===== config.mk =====
export PLATFORM = sky130hd
export DESIGN_NAME = alu_cmd_sequencer
export DESIGN_NICKNAME = d
export VERILOG_FILES = /design/src/rtl/alu_pkg.sv /design/src/rtl/alu_result_mux.sv /design/src/rtl/alu_cmd_sequencer.sv
export SDC_FILE = /design/constraint.sdc
export NUM_CORES = 1
export LEC_CHECK = 0
export CORE_UTILIZATION = 40
export CTS_CLUSTER_DIAMETER = 60
export DETAILED_ROUTE_END_ITERATION = 10
export PLACE_DENSITY = 0.83
export RECOVER_POWER = 100
export SLEW_MARGIN = 20
export SYNTH_ARGS = -nofsm -noshare
export SYNTH_HDL_FRONTEND = slang
export SYNTH_SLANG_ARGS = --single-unit

===== constraint.sdc =====
create_clock -name clk -period 5.4 [get_ports clk]
set_input_delay 1.62 -clock clk [delete_from_list [all_inputs] [get_ports clk]]
set_output_delay 1.62 -clock clk [all_outputs]
set_load 0.02 [all_outputs]

===== src/rtl/alu_pkg.sv =====
// Shared unit-select codes, sequencer state encoding and default widths for the
// ALU command path.
package alu_pkg;

    localparam int unsigned ALU_WIDTH_DEF = 16;
    localparam int unsigned NUM_UNITS     = 4;

    localparam logic [1:0] UNIT_ARITH = 2'b00;
    localparam logic [1:0] UNIT_LOGIC = 2'b01;
    localparam logic [1:0] UNIT_CMP   = 2'b10;
    localparam logic [1:0] UNIT_SHIFT = 2'b11;

    typedef enum logic [1:0] {
        IDLE  = 2'b00,
        ISSUE = 2'b01,
        WAIT  = 2'b10,
        RESP  = 2'b11
    } state_e;

    // One-hot enable vector, bit index equals the unit-select code.
    function automatic logic [NUM_UNITS-1:0] unit_onehot(input logic [1:0] sel);
        unit_onehot = NUM_UNITS'(1) << sel;
    endfunction

endpackage


===== src/rtl/alu_result_mux.sv =====
// Picks the selected unit's flag and result; non-arith results are zero-extended
// to the double-width response bus.
module alu_result_mux
    import alu_pkg::*;
#(
    parameter int unsigned ALU_WIDTH = ALU_WIDTH_DEF
) (
    input  logic [1:0]             sel,
    input  logic [2*ALU_WIDTH-1:0] arith_out,
    input  logic                   arith_flag,
    input  logic [ALU_WIDTH-1:0]   logic_out,
    input  logic                   logic_flag,
    input  logic [ALU_WIDTH-1:0]   cmp_out,
    input  logic                   cmp_flag,
    input  logic [ALU_WIDTH-1:0]   shift_out,
    input  logic                   shift_flag,
    output logic                   flag_c,
    output logic [2*ALU_WIDTH-1:0] data_c
);

    localparam int unsigned RW = 2 * ALU_WIDTH;

    always_comb begin
        flag_c = 1'b0;
        data_c = '0;
        case (sel)
            UNIT_ARITH: begin
                flag_c = arith_flag;
                data_c = arith_out;
            end
            UNIT_LOGIC: begin
                flag_c = logic_flag;
                data_c = RW'(logic_out);
            end
            UNIT_CMP: begin
                flag_c = cmp_flag;
                data_c = RW'(cmp_out);
            end
            UNIT_SHIFT: begin
                flag_c = shift_flag;
                data_c = RW'(shift_out);
            end
            default: ;
        endcase
    end

endmodule


===== src/rtl/alu_cmd_sequencer.sv =====
// Accepts one ALU command at a time, pulses the selected unit's enable, waits for
// that unit's flag (or a timeout) and returns the captured result on a response port.
module alu_cmd_sequencer
    import alu_pkg::*;
#(
    parameter int unsigned ALU_WIDTH = ALU_WIDTH_DEF,
    parameter int unsigned TIMEOUT   = 8
) (
    input  logic                   clk,
    input  logic                   rst,
    input  logic                   cmd_valid,
    output logic                   cmd_ready,
    input  logic [3:0]             cmd_fun,
    input  logic [ALU_WIDTH-1:0]   cmd_a,
    input  logic [ALU_WIDTH-1:0]   cmd_b,
    output logic [ALU_WIDTH-1:0]   A,
    output logic [ALU_WIDTH-1:0]   B,
    output logic [1:0]             alu_fun,
    output logic                   arith_enable,
    output logic                   logic_enable,
    output logic                   cmp_enable,
    output logic                   shift_enable,
    input  logic [2*ALU_WIDTH-1:0] arith_out,
    input  logic                   arith_flag,
    input  logic [ALU_WIDTH-1:0]   logic_out,
    input  logic                   logic_flag,
    input  logic [ALU_WIDTH-1:0]   cmp_out,
    input  logic                   cmp_flag,
    input  logic [ALU_WIDTH-1:0]   shift_out,
    input  logic                   shift_flag,
    output logic                   res_valid,
    input  logic                   res_ready,
    output logic [2*ALU_WIDTH-1:0] res_data,
    output logic [1:0]             res_unit,
    output logic                   res_err
);

    localparam int unsigned RW       = 2 * ALU_WIDTH;
    localparam int unsigned CW       = $clog2(TIMEOUT) + 1;
    localparam logic [CW-1:0] CNT_LAST = CW'(TIMEOUT - 1);

    state_e                 state_q, state_d;
    logic [1:0]             sel_q, sel_d;
    logic [CW-1:0]          cnt_q, cnt_d, cnt_inc;
    logic [NUM_UNITS-1:0]   en_q, en_d;
    logic                   cmd_ready_d;
    logic [ALU_WIDTH-1:0]   a_d, b_d;
    logic [1:0]             alu_fun_d;
    logic                   res_valid_d, res_err_d;
    logic [RW-1:0]          res_data_d;
    logic [1:0]             res_unit_d;
    logic                   accept, hit_limit;
    logic                   sel_flag_c;
    logic [RW-1:0]          sel_data_c;

    alu_result_mux #(.ALU_WIDTH(ALU_WIDTH)) u_result_mux (
        .sel        (sel_q),
        .arith_out  (arith_out),
        .arith_flag (arith_flag),
        .logic_out  (logic_out),
        .logic_flag (logic_flag),
        .cmp_out    (cmp_out),
        .cmp_flag   (cmp_flag),
        .shift_out  (shift_out),
        .shift_flag (shift_flag),
        .flag_c     (sel_flag_c),
        .data_c     (sel_data_c)
    );

    assign accept    = cmd_valid && cmd_ready;
    // Saturating increment; the limit is reached one WAIT cycle before TIMEOUT elapses.
    assign cnt_inc   = (cnt_q == CNT_LAST) ? cnt_q : cnt_q + CW'(1);
    assign hit_limit = (cnt_inc == CNT_LAST);

    assign arith_enable = en_q[UNIT_ARITH];
    assign logic_enable = en_q[UNIT_LOGIC];
    assign cmp_enable   = en_q[UNIT_CMP];
    assign shift_enable = en_q[UNIT_SHIFT];

    always_ff @(posedge clk) begin
        if (!rst) state_q <= IDLE;
        else      state_q <= state_d;
    end

    always_comb begin
        state_d = state_q;
        case (state_q)
            IDLE:    if (accept) state_d = ISSUE;
            ISSUE:   state_d = WAIT;
            WAIT:    if (sel_flag_c || hit_limit) state_d = RESP;
            RESP:    if (res_valid && res_ready) state_d = IDLE;
            default: state_d = IDLE;
        endcase
    end

    // Next values for every registered output; a flag in the limit cycle wins.
    always_comb begin
        sel_d       = sel_q;
        cnt_d       = cnt_q;
        en_d        = '0;
        a_d         = A;
        b_d         = B;
        alu_fun_d   = alu_fun;
        res_valid_d = res_valid;
        res_data_d  = res_data;
        res_unit_d  = res_unit;
        res_err_d   = res_err;
        cmd_ready_d = (state_d == IDLE);
        case (state_q)
            IDLE: begin
                if (accept) begin
                    a_d       = cmd_a;
                    b_d       = cmd_b;
                    alu_fun_d = cmd_fun[1:0];
                    sel_d     = cmd_fun[3:2];
                    en_d      = unit_onehot(cmd_fun[3:2]);
                end
            end
            ISSUE: cnt_d = '0;
            WAIT: begin
                if (sel_flag_c) begin
                    res_valid_d = 1'b1;
                    res_data_d  = sel_data_c;
                    res_unit_d  = sel_q;
                    res_err_d   = 1'b0;
                end else begin
                    cnt_d = cnt_inc;
                    if (hit_limit) begin
                        res_valid_d = 1'b1;
                        res_data_d  = '0;
                        res_unit_d  = sel_q;
                        res_err_d   = 1'b1;
                    end
                end
            end
            RESP: begin
                if (res_ready) begin
                    res_valid_d = 1'b0;
                    res_err_d   = 1'b0;
                end
            end
            default: ;
        endcase
    end

    always_ff @(posedge clk) begin
        if (!rst) begin
            sel_q     <= '0;
            cnt_q     <= '0;
            en_q      <= '0;
            cmd_ready <= 1'b0;
            A         <= '0;
            B         <= '0;
            alu_fun   <= '0;
            res_valid <= 1'b0;
            res_data  <= '0;
            res_unit  <= '0;
            res_err   <= 1'b0;
        end else begin
            sel_q     <= sel_d;
            cnt_q     <= cnt_d;
            en_q      <= en_d;
            cmd_ready <= cmd_ready_d;
            A         <= a_d;
            B         <= b_d;
            alu_fun   <= alu_fun_d;
            res_valid <= res_valid_d;
            res_data  <= res_data_d;
            res_unit  <= res_unit_d;
            res_err   <= res_err_d;
        end
    end

endmodule


---- Yosys cells after proc, flatten, opt, wreduce, memory -nomap -nowiden ----
Index checks and enable logic that the tools add are counted.
word-level totals
  flip-flop bits (word level) ............. 83
  output and inout port bits .............. 75
  word-level logic and storage cells ...... 58
operators by class
  mux-type cells .......................... 19
  $add $sub $neg .......................... 1
  shift-type cells ........................ 1
  reductions and logical operators ........ 14
  equal/unequal tests ..................... 11
operators by type and width
  cell                   count
  $pmux W32 S4           1
  $mux W32               2
  $mux W2                5
  $eq A2 B2 Y1 const B   4
  $eq A4 B3 Y1 const B   2
  $mux W4                2
  $pmux W2 S4            1
  $pmux W4 S2            1
  $logic_not A2 Y1       3
  $reduce_and A2 Y1      3
  $reduce_and A3 Y1      2
  $reduce_bool A2 Y1     3
  $add A4 B1 Y4 const B  1
  $eq A2 B1 Y1 const B   2
  $mux W1                4
  $ne A2 B2 Y1 const B   2
  $pmux W1 S2            2
  $pmux W1 S4            1
  $shl A1 B2 Y4 const A  1
  $ne A3 B3 Y1 const B   1
  $logic_and A1 B1 Y1    2
  $logic_or A1 B1 Y1     1

---- Longest topological paths before layout ----
  depth after elaboration ................. 7
  depth in mapped cells ................... 6
  mapped depth without buffers ............ 5

---- Cells and area by module ----
From an unflattened synthesis, not the netlist that was laid out.
unflattened totals
  cells, all modules ...................... 370
  area, all modules ....................... 3570.9 sq um
modules (own cells, without submodules)
  module             seq. area each (sq um)  area an instance (sq um)  cells each  instances
  alu_cmd_sequencer  1661.6                  2995.4                    329         1
  alu_result_mux     0.0                     575.6                     41          1

---- Least setup slack after synthesis ----
No wires, ideal clock.
  path type ............................... input to register
  start ................................... input port shift_flag
  end ..................................... register state_q[0]
  arrival time ............................ 2.923 ns
  stages on the path ...................... 5
  path slack .............................. 2.358 ns
  cells stage by stage .................... mux4_2 a221oi_4 nor2_1 buf_6 o31a_1
between the ends
  cells in the longest elaborated chain, start to end .. 4
RTL lines
  element               RTL line                 text
  start, declared       alu_cmd_sequencer.sv:30  input logic shift_flag,
  $pmux W1 S4           alu_result_mux.sv:26     case (sel)
  $logic_or A1 B1 Y1    alu_cmd_sequencer.sv:90  WAIT: if (sel_flag_c || hit_limit) state_d = RESP;
  $mux W2               alu_cmd_sequencer.sv:90
  $pmux W2 S4           alu_cmd_sequencer.sv:87  case (state_q)
  end signal, assigned  alu_cmd_sequencer.sv:82  else state_q <= state_d;
  end, declared         alu_cmd_sequencer.sv:42  state_e state_q, state_d;
Every way passes these cells.
A chain may end at the register's enable or synchronous reset.

---- Worst setup path after layout ----
  start ................................... input port arith_flag
  end ..................................... register res_unit[0]
between the ends
  cells in the longest elaborated chain, start to end .. 3
  elaborated cells on any way between the ends .. 4
  classes of those cells .................. mux (2); reduce/logical (2)
RTL lines
  element                       RTL line                  text
  start, declared               alu_cmd_sequencer.sv:24   input logic arith_flag,
  $pmux W1 S4 (*)               alu_result_mux.sv:26
  $reduce_bool A2 Y1 (no line)  -
  $reduce_and A2 Y1 (no line)   -
  end signal, assigned          alu_cmd_sequencer.sv:169  res_unit <= res_unit_d;
  end, declared                 alu_cmd_sequencer.sv:34   output logic [1:0] res_unit,
Mark *: on every way between the ends. The rest lies on a longest branch, timed or not.

==> flow_metrics.env <==
export IMPL_dieArea_sq_um=9140
export IMPL_cts_hold_buf=0
export IMPL_crit_required_ns=5.55
export IMPL_grt_ovfl_total=0
export IMPL_power_frac_seq=0.459
export IMPL_cts_root_buffer_cell="clkbuf_8"
export IMPL_power_density_nw_per_um2=249
export IMPL_drc=0
export IMPL_syn_inst=393
export IMPL_fin_hold_ws_ns=0.457
export IMPL_switchingPower_uw=364
export IMPL_cap_violations=1
export IMPL_drv_slew=21
export IMPL_yosysTopAreaCell="dfxtp_1"
export IMPL_max_slew_margin=-0.327
export IMPL_num_rows=33
export IMPL_grt_max_degree=35
export IMPL_clkTransAtPathRegs_ns=0.08
export IMPL_outcome="finished, violations left"
export IMPL_setup_violations=0
export IMPL_cts_tree="built"
export IMPL_diodes=0
export IMPL_path_class="in2reg"
export IMPL_drive_above_1_share=0.0670
export IMPL_hpwl_um=8100
export IMPL_crit_fanout=21
export IMPL_cts_buffer_depth=2
export IMPL_gp_congestion=0.741
export IMPL_vias=3497
export IMPL_skew_ns=0.00706
export IMPL_finalSetupTns_ns=0
export IMPL_fmax_ghz=0.225
export IMPL_drt_initial_drc_count=153
export IMPL_grt_use_total=0.226
export IMPL_tightest_slew_ns=1.98
export IMPL_grt_pass1_vias=3399
export IMPL_postLayoutSetupSlackWorst_ns=0.958
export IMPL_cts_max_level=3
export IMPL_period_share=0.823
export IMPL_cp_end_kind="flip-flop"
export IMPL_ctsResizeCount=0
export IMPL_fin_nets=703
export IMPL_combPwrFrac=0.206
export IMPL_cts_made_buffers=9
export IMPL_cp_arrival_ns=4.59
export IMPL_clkPwrFrac=0.335
export IMPL_fin_crit_ns=4.44
export IMPL_vias_per_cell=5.09
export IMPL_synthTopCellsByArea="dfxtp_1 (47%), nand2_1 (12%), mux4_2 (11%)"
export IMPL_netlist_area_sq_um=3510
export IMPL_ir_worst_vdd_mv=0.138
export IMPL_final_cell_mix="clkdlybuf4s50_1 (121), nand2_1 (114), dfxtp_1 (83)"
export IMPL_wl_per_cell_um=15.4
export IMPL_dr_pass1_iters=4
export IMPL_synth_cell_types=32
export IMPL_fp_coreArea_sq_um=8340
export IMPL_hp_class="reg2reg"
export IMPL_ys_ff_latch=83
export IMPL_clock_sinks=83
export IMPL_avgSynthCellArea_sq_um=8.92
export IMPL_syn_nets=518
export IMPL_start_kind="input port"
export IMPL_power_internal_uw=1070
export IMPL_rsz0062_at_grt="false"
export IMPL_swShare=0.254
export IMPL_routed_wl_um=10600
export IMPL_io_buffers=198
export IMPL_preCtsSetupSlack_ns=1.29
export IMPL_post_cts_buffers=0
export IMPL_hold_viol=0
export IMPL_ant_nets=0
export IMPL_pin_count=199
export IMPL_chipHeight_um=95.6
export IMPL_start_util=0.420
export IMPL_grt_pass1_wl_um=15800
export IMPL_area_growth_pct=64.0
export IMPL_ys_warn_count=0
export IMPL_clock_latency_ns=0.35
export IMPL_ys_seq_area_frac=0.474
export IMPL_violations="capacitance limit, slew limit"
export IMPL_antenna_found_initial=0
export IMPL_final_common_cell="clkdlybuf4s50_1"
export IMPL_leakagePower_uw=0.00222
export IMPL_yosysTopAreaCellShare=0.474
export IMPL_die_w_um=95.6
per-stage QoR:
| stage | total power (uW) | area [sq um] | utilization | instances |
|---|---|---|---|---|
| 4_1_cts | 1450 | 5760 | 0.691 | 687 |
| 6_report | 1430 | 5750 | 0.689 | 687 |
| 5_1_grt | 1500 | 5750 | 0.689 | 687 |
| 2_1_floorplan | 809 | 3510 | - | 393 |
| 3_5_place_dp | 977 | 5550 | 0.665 | 672 |
| 3_3_place_gp | 969 | 5540 | 0.665 | 672 |
final cells by class:
class | instances | area (sq um)
Clock inverter | 5 | 77.6
Inverter | 4 | 15.0
Fill cell | 636 | 2590
Clock buffer | 10 | 138
Timing Repair Buffer | 204 | 2020
Tap cell | 105 | 131
Sequential cell | 83 | 1660
Multi-Input combinational cell | 276 | 1700
logic make-up after synthesis:
logic type / after synthesis / share of synthesized area
buffers and inverters: 34 / 0.0396
AO/OA/AOI/OAI: 83 / 0.136
multiplexers: 35 / 0.161
AND/OR/NAND/NOR: 156 / 0.184
XOR/XNOR: 1 / 0.00250
flip-flops: 83 / 0.474
adder cells (fa/ha/maj): 1 / 0.00357
synth_stat cells (all sizes together):
cell,number
a32o,1
o21bai,1
and3,4
dfxtp,83
nand2,114
mux4,17
o21ai,19
ha,1
nor2,9
a221oi,1
xor2,1
nor3,3
clkbuf,24
nor3b,1
o21a,1
a22o,2
nor4b,1
mux2i,18
o31a,1
inv,4
nand2b,1
nand3,19
a311oi,1
or4,1
nor2b,2
a22oi,1
buf,6
a41o,1
a21oi,54
and2,1
layer usage:
layer | vias to the layer above | track usage | wire length (um)
met4 | 0 | 0.0771 | 196
met1 | 1594 | 0.242 | 3770
met5 | - | 0 | 0
li1 | 1725 | - | -
met2 | 161 | 0.407 | 5440
met3 | 17 | 0.0829 | 1200
flip-flops by register name, indices dropped and copies added, names as in the netlist:
name and cells:
res_data 32, A 16, B 16, cnt_q 4, en_q 4, alu_fun 2
res_unit 2, sel_q 2, state_q 2, cmd_ready 1, res_err 1, res_valid 1
worst max-delay path, cell delays in order:
cell	delay [ns]
dlygate4sd3_1	0.54
mux4_2	0.52
a221oi_4	0.15
nor2_1	1.51
mux2i_1	0.23
final timing paths:
path	start	endpoint	slack, ns	depth (start not counted)
max	arith_flag	res_unit[0]	0.96	5
min reg2reg	res_data[24]	res_data[24]	0.46	2
min	res_data[24]	res_data[24]	0.46	2
max reg2reg	sel_q[1]	res_unit[0]	1.71	4
power by group through the flow:
stage	Clock, uW	Sequential, uW	Combinational, uW
after floorplan	0	695	114
after global placement	0	670	298
after detailed placement	0	671	306
after CTS	490	657	307
after global routing	518	660	317
final	480	656	294
(Power assumes the default switching activity.)
